===== src/rtl/alu_arbiter.sv =====
// Round-robin arbiter that shares one combinational alu between two requesters.
// Each op takes IDLE (accept) -> EXEC (alu enabled) -> RESP (held until consumed).
module alu_arbiter #(
    parameter int SIZE     = 8,
    parameter int NUM_CMDS = 6
) (
    input  logic              clk,
    input  logic              reset_n,
    input  logic              req0_valid,
    output logic              req0_ready,
    input  logic [3:0]        req0_command,
    input  logic [SIZE-1:0]   req0_a,
    input  logic [SIZE-1:0]   req0_b,
    input  logic              req1_valid,
    output logic              req1_ready,
    input  logic [3:0]        req1_command,
    input  logic [SIZE-1:0]   req1_a,
    input  logic [SIZE-1:0]   req1_b,
    output logic              rsp0_valid,
    input  logic              rsp0_ready,
    output logic [2*SIZE-1:0] rsp0_result,
    output logic              rsp0_overflow,
    output logic              rsp1_valid,
    input  logic              rsp1_ready,
    output logic [2*SIZE-1:0] rsp1_result,
    output logic              rsp1_overflow,
    output logic              alu_enable,
    output logic [3:0]        alu_command,
    output logic [SIZE-1:0]   alu_a,
    output logic [SIZE-1:0]   alu_b,
    input  logic [2*SIZE-1:0] alu_result,
    input  logic              alu_overflow
);

    typedef enum logic [1:0] {
        IDLE = 2'd0,
        EXEC = 2'd1,
        RESP = 2'd2
    } state_t;

    state_t              r_state;
    state_t              w_nextState;
    logic                r_prio;
    logic                r_owner;
    logic [3:0]          r_cmd;
    logic [SIZE-1:0]     r_a;
    logic [SIZE-1:0]     r_b;
    logic [2*SIZE-1:0]   r_result;
    logic                r_overflow;

    logic                w_grant0;
    logic                w_grant1;
    logic                w_accept;
    logic                w_legal;
    logic                w_rspDone;

    // A lone requester always wins; on contention the favoured one (r_prio) wins.
    assign w_grant0 = req0_valid && (!req1_valid || !r_prio);
    assign w_grant1 = req1_valid && (!req0_valid ||  r_prio);

    // Ready is gated by reset so nothing looks accepted while reset is held.
    assign req0_ready = reset_n && (r_state == IDLE) && w_grant0;
    assign req1_ready = reset_n && (r_state == IDLE) && w_grant1;
    assign w_accept   = req0_ready || req1_ready;

    assign w_legal    = ({1'b0, r_cmd} < 5'(NUM_CMDS));
    assign alu_enable = (r_state == EXEC) && w_legal;

    assign rsp0_valid = (r_state == RESP) && !r_owner;
    assign rsp1_valid = (r_state == RESP) &&  r_owner;
    assign w_rspDone  = (rsp0_valid && rsp0_ready) || (rsp1_valid && rsp1_ready);

    assign alu_command   = r_cmd;
    assign alu_a         = r_a;
    assign alu_b         = r_b;
    assign rsp0_result   = r_result;
    assign rsp1_result   = r_result;
    assign rsp0_overflow = r_overflow;
    assign rsp1_overflow = r_overflow;

    always_ff @(posedge clk or negedge reset_n) begin
        if (!reset_n) begin
            r_state <= IDLE;
        end else begin
            r_state <= w_nextState;
        end
    end

    always_comb begin
        w_nextState = r_state;
        case (r_state)
            IDLE:    if (w_accept) w_nextState = EXEC;
            EXEC:    w_nextState = RESP;
            RESP:    if (w_rspDone) w_nextState = IDLE;
            default: w_nextState = IDLE;
        endcase
    end

    // Illegal commands never enable the alu and return an all-zero result.
    always_ff @(posedge clk or negedge reset_n) begin
        if (!reset_n) begin
            r_prio     <= 1'b0;
            r_owner    <= 1'b0;
            r_cmd      <= '0;
            r_a        <= '0;
            r_b        <= '0;
            r_result   <= '0;
            r_overflow <= 1'b0;
        end else begin
            if (r_state == IDLE && w_accept) begin
                r_owner <= req1_ready;
                r_cmd   <= req1_ready ? req1_command : req0_command;
                r_a     <= req1_ready ? req1_a       : req0_a;
                r_b     <= req1_ready ? req1_b       : req0_b;
            end
            if (r_state == EXEC) begin
                r_result   <= w_legal ? alu_result : '0;
                r_overflow <= w_legal && alu_overflow;
            end
            if (w_rspDone) begin
                r_prio <= ~r_owner;
            end
        end
    end

endmodule

===== config.mk =====
export PLATFORM = sky130hd
export DESIGN_NAME = alu_arbiter
export DESIGN_NICKNAME = d
export VERILOG_FILES = /design/src/rtl/alu_arbiter.sv
export SDC_FILE = /design/constraint.sdc
export NUM_CORES = 1
export LEC_CHECK = 0
export CAP_MARGIN = 5
export CORE_ASPECT_RATIO = 0.5
export CORE_UTILIZATION = 30
export DETAILED_ROUTE_END_ITERATION = 10
export GPL_ROUTABILITY_DRIVEN = 1
export GPL_TIMING_DRIVEN = 0
export PLACE_DENSITY = 0.68
export SLEW_MARGIN = 20
export SYNTH_ARGS = -nofsm -noshare
export SYNTH_HDL_FRONTEND = slang
export SYNTH_SLANG_ARGS = --single-unit

===== constraint.sdc =====
create_clock -name clk -period 1.5 [get_ports clk]
set_input_delay 0.225 -clock clk [delete_from_list [all_inputs] [get_ports clk]]
set_output_delay 0.225 -clock clk [all_outputs]
set_load 0.01 [all_outputs]

==> impl_results.md <==
- Outcome: finished with violations
- Failing checks: setup timing
- Avg Cell Area, Syn: 9.992 um2
- Reg-to-reg critical path endpoint: alu_a[3]$_DFFE_PN0P_
- Fin Hold WS: 0.4405 ns
- Post-Syn Nets: 277
- Slew @ Worst Pin: 0.4921 ns
- Area Growth Syn to Fin: 88.00%
- Die W: 121.4 um
- Warnings, synthesis: 0
- Placed inst area: 3470 um2
- Critical path data required time: 1.27 ns
- Sequential share of the synthesized area: 47.98%
- # setup viols final: 9
- Worst Setup SP: r_state[0]$_DFFE_PN0P_
- Place WS: -0.9322 ns
- Num CTS Buffers: 5
- Maximum Capacitance Violations: 0
- Layout cells sized above 1: 22.13%
- First-pass GRT wire length: 10710 um
- Post-Synthesis Cells: 214
- Highest Signal Layer: met4
- Worst Slack Setup Final: -0.07977 ns
- Register area: 1027 um2
- Reg2reg start: r_state[0]$_DFFE_PN0P_
- Total power: 7.249 mW
- Final hold vios: 0
- Die area: 7490 um2
- Synth Register Bits: 41
- Multi-input gate area: 865.8 um2
- Critical Path Fanout Max: 3
- CP endpoint kind: output pin
- Final antenna-violating net count: 0
- Post-layout util: 59.30%
- Drt total wl: 7508 um
- Grt total ovfl: 0
- VDD IR max: 0.7074 mV
- Clock Latency Late Sink: 0.28 ns
- Met3 wire length: 411 um
- Max-slew violations: 0
- Hold crit path type: input port to async pin
- Largest net degree at the start of global routing: 32
- WL per Instance: 16.39 um
- R2R depth: 7
- Pwr Density: 1803 nW/um2
- Global Route Usage Sum: 18.50%
- Flop2flop setup slack: -0.03 ns
- Core ar.: 6779 um2
- Cell area after synthesis: 2138 um2
- CP arrival: 1.35 ns
- Vias: 2321
- Reg clk slew, reported paths: 0.06 ns
- CP Class: register to output pin
- Number of vias per cell: 5.068
- Die height: 61.70 um
- Post-synth cell types: 23
- Initial antenna violation count: 0
- Clock Path Buffers: 2
- CTS H-tree depth: 2
- Nets: 428
- DR DRC count: 0
- TritonCTS clock tree: done
- Ant diodes: 0
- Site row count: 21
- Max-slew headroom: 67.20%
- DP HPWL: 4870 um
- IO Port Bufs: 120
- Clock sink count: 41
- Worst setup SP type: register
- Top Ports: 122
- Starting Density: 31.54%
- P_leak: 1.910 nW
- Final instance area: 4020 um2
- Gpl congestion: 0.7454
- Final period utilization: 105.3%
- Number of global-route vias before repair: 2110
- Met1 WL: 3170 um
- Root buf cell: clkbuf_16
- Drt initial violations: 186
- Max Freq: 0.6330 GHz
- # fillers: 566
- Final Skew: 0.004987 ns
- Drt first pass iters: 4
- Post-layout min period: 1.580 ns
- Met2 wire length: 3861 um
- RSZ-0062 raised after global routing: true
-- state kept, by name, summed over array words and instances, names as in the netlist --
name,flops
alu_a,8
r_owner,1
alu_command,4
r_state,2
rsp0_overflow,1
r_prio,1
rsp0_result,16
alu_b,8
-- layer usage --
metal	vias to the layer above	track usage [%]
li1	1061	-
met1	1154	24.26
met2	98	32.39
met3	8	3.741
met4	0	4.233
met5	-	0
-- through the flow --
| stage | instances | setup TNS (ns) |
|---|---|---|
| after CTS | 450 | -0.2773 |
| after floorplan | 214 | 0 |
| after detailed placement | 427 | -12.66 |
| final | 458 | -0.2908 |
| after global routing | 458 | -1.178 |
| after global placement | 426 | -85.36 |
-- cell usage in the layout, fill, tap and decap left out --
cell | Yosys | final
a211oi_4 | 1 | 1
a21oi_1 | 1 | 1
a22o_1 | 18 | 18
a31oi_1 | 20 | 19
a31oi_2 | 0 | 1
and2_4 | 0 | 1
and3_4 | 0 | 2
and3b_1 | 1 | 1
buf_12 | 0 | 3
buf_2 | 7 | 3
buf_4 | 17 | 33
buf_6 | 2 | 9
buf_8 | 0 | 4
clkbuf_1 | 11 | 4
clkbuf_16 | 0 | 8
clkbuf_2 | 0 | 5
clkbuf_8 | 0 | 3
clkdlybuf4s50_1 | 0 | 94
clkinv_2 | 0 | 1
dfrtp_1 | 41 | 40
dfrtp_2 | 0 | 1
dlygate4sd2_1 | 0 | 12
dlygate4sd3_1 | 0 | 2
dlymetal6s2s_1 | 0 | 8
inv_1 | 20 | 20
mux2_2 | 1 | 1
nand2_1 | 22 | 22
nand2b_4 | 0 | 3
nor2_1 | 2 | 1
nor2_4 | 0 | 1
nor2b_1 | 1 | 1
nor3b_4 | 0 | 1
o211ai_1 | 20 | 20
o21ai_0 | 1 | 1
o22a_1 | 20 | 20
or2_1 | 1 | 1
-- power breakdown --
group          switching [mW]  leakage (nW)  internal (mW)
sequential              0.437         0.494           1.65
clock                   0.430        0.0799          0.705
combinational            1.51          1.34           2.52
-- cell type report --
type                       count  share of cell area (%)
buffer                        35                   6.723
clock buffer                   7                   3.797
clock inverter                 1                  0.1245
inverter                      20                   1.867
multi-input combinational    116                   21.54
sequential                    41                   25.55
tap                           92                   2.863
timing repair buffer         146                   37.54
-- critical path, cell delays in order (launching register included) --
cell,delay [ns]
dfrtp_2,0.42
nor3b_4,0.22
buf_6,0.14
and3_4,0.19
buf_6,0.10
-- cells in the mapped netlist (all sizes together) --
cell,count,area [um2]
nand2b,3,18.77
mux2,1,11.26
clkbuf,11,41.29
a31oi,20,125.1
o22a,20,175.2
and2,1,6.260
and3,2,12.51
and3b,1,8.760
o211ai,20,150.1
or2,1,6.260
a21oi,1,5.000
a22o,18,157.7
a211oi,1,20.02
nor3b,1,12.51
inv,20,75.07
buf,26,185.2
nor2,2,7.510
dfrtp,41,1026
nand2,22,82.58
nor2b,1,6.260
o21ai,1,5.000
-- how the worst max path moves through the flow --
stage                            end  slack, ns  depth (start not counted)
after floorplan           alu_enable       0.07                          4
after global placement    req1_ready      -2.43                          5
after detailed placement  req1_ready      -0.93                          6
after CTS                 req1_ready      -0.16                          5
after global routing      req1_ready      -0.15                          4
final                     req0_ready      -0.08                          4
-- cell families (layout without fill, tap and decap cells) --
family	Yosys count	after routing	synth area share (%)
buf+inv	57	209	14.10
compound gates	81	81	29.84
simple gates	34	34	7.549
mux	1	1	0.5266
flops	41	41	47.98
-- repair_timing --
action,in CTS,in global routing
setup endpoints to repair,49,32
hold buffers,3,0
pin swaps,2,12
setup buffers,13,5
gates resized for setup,55,38
cloned,0,4
endpoints found under the hold margin,10,0
Power figures use the tool's default switching activity.
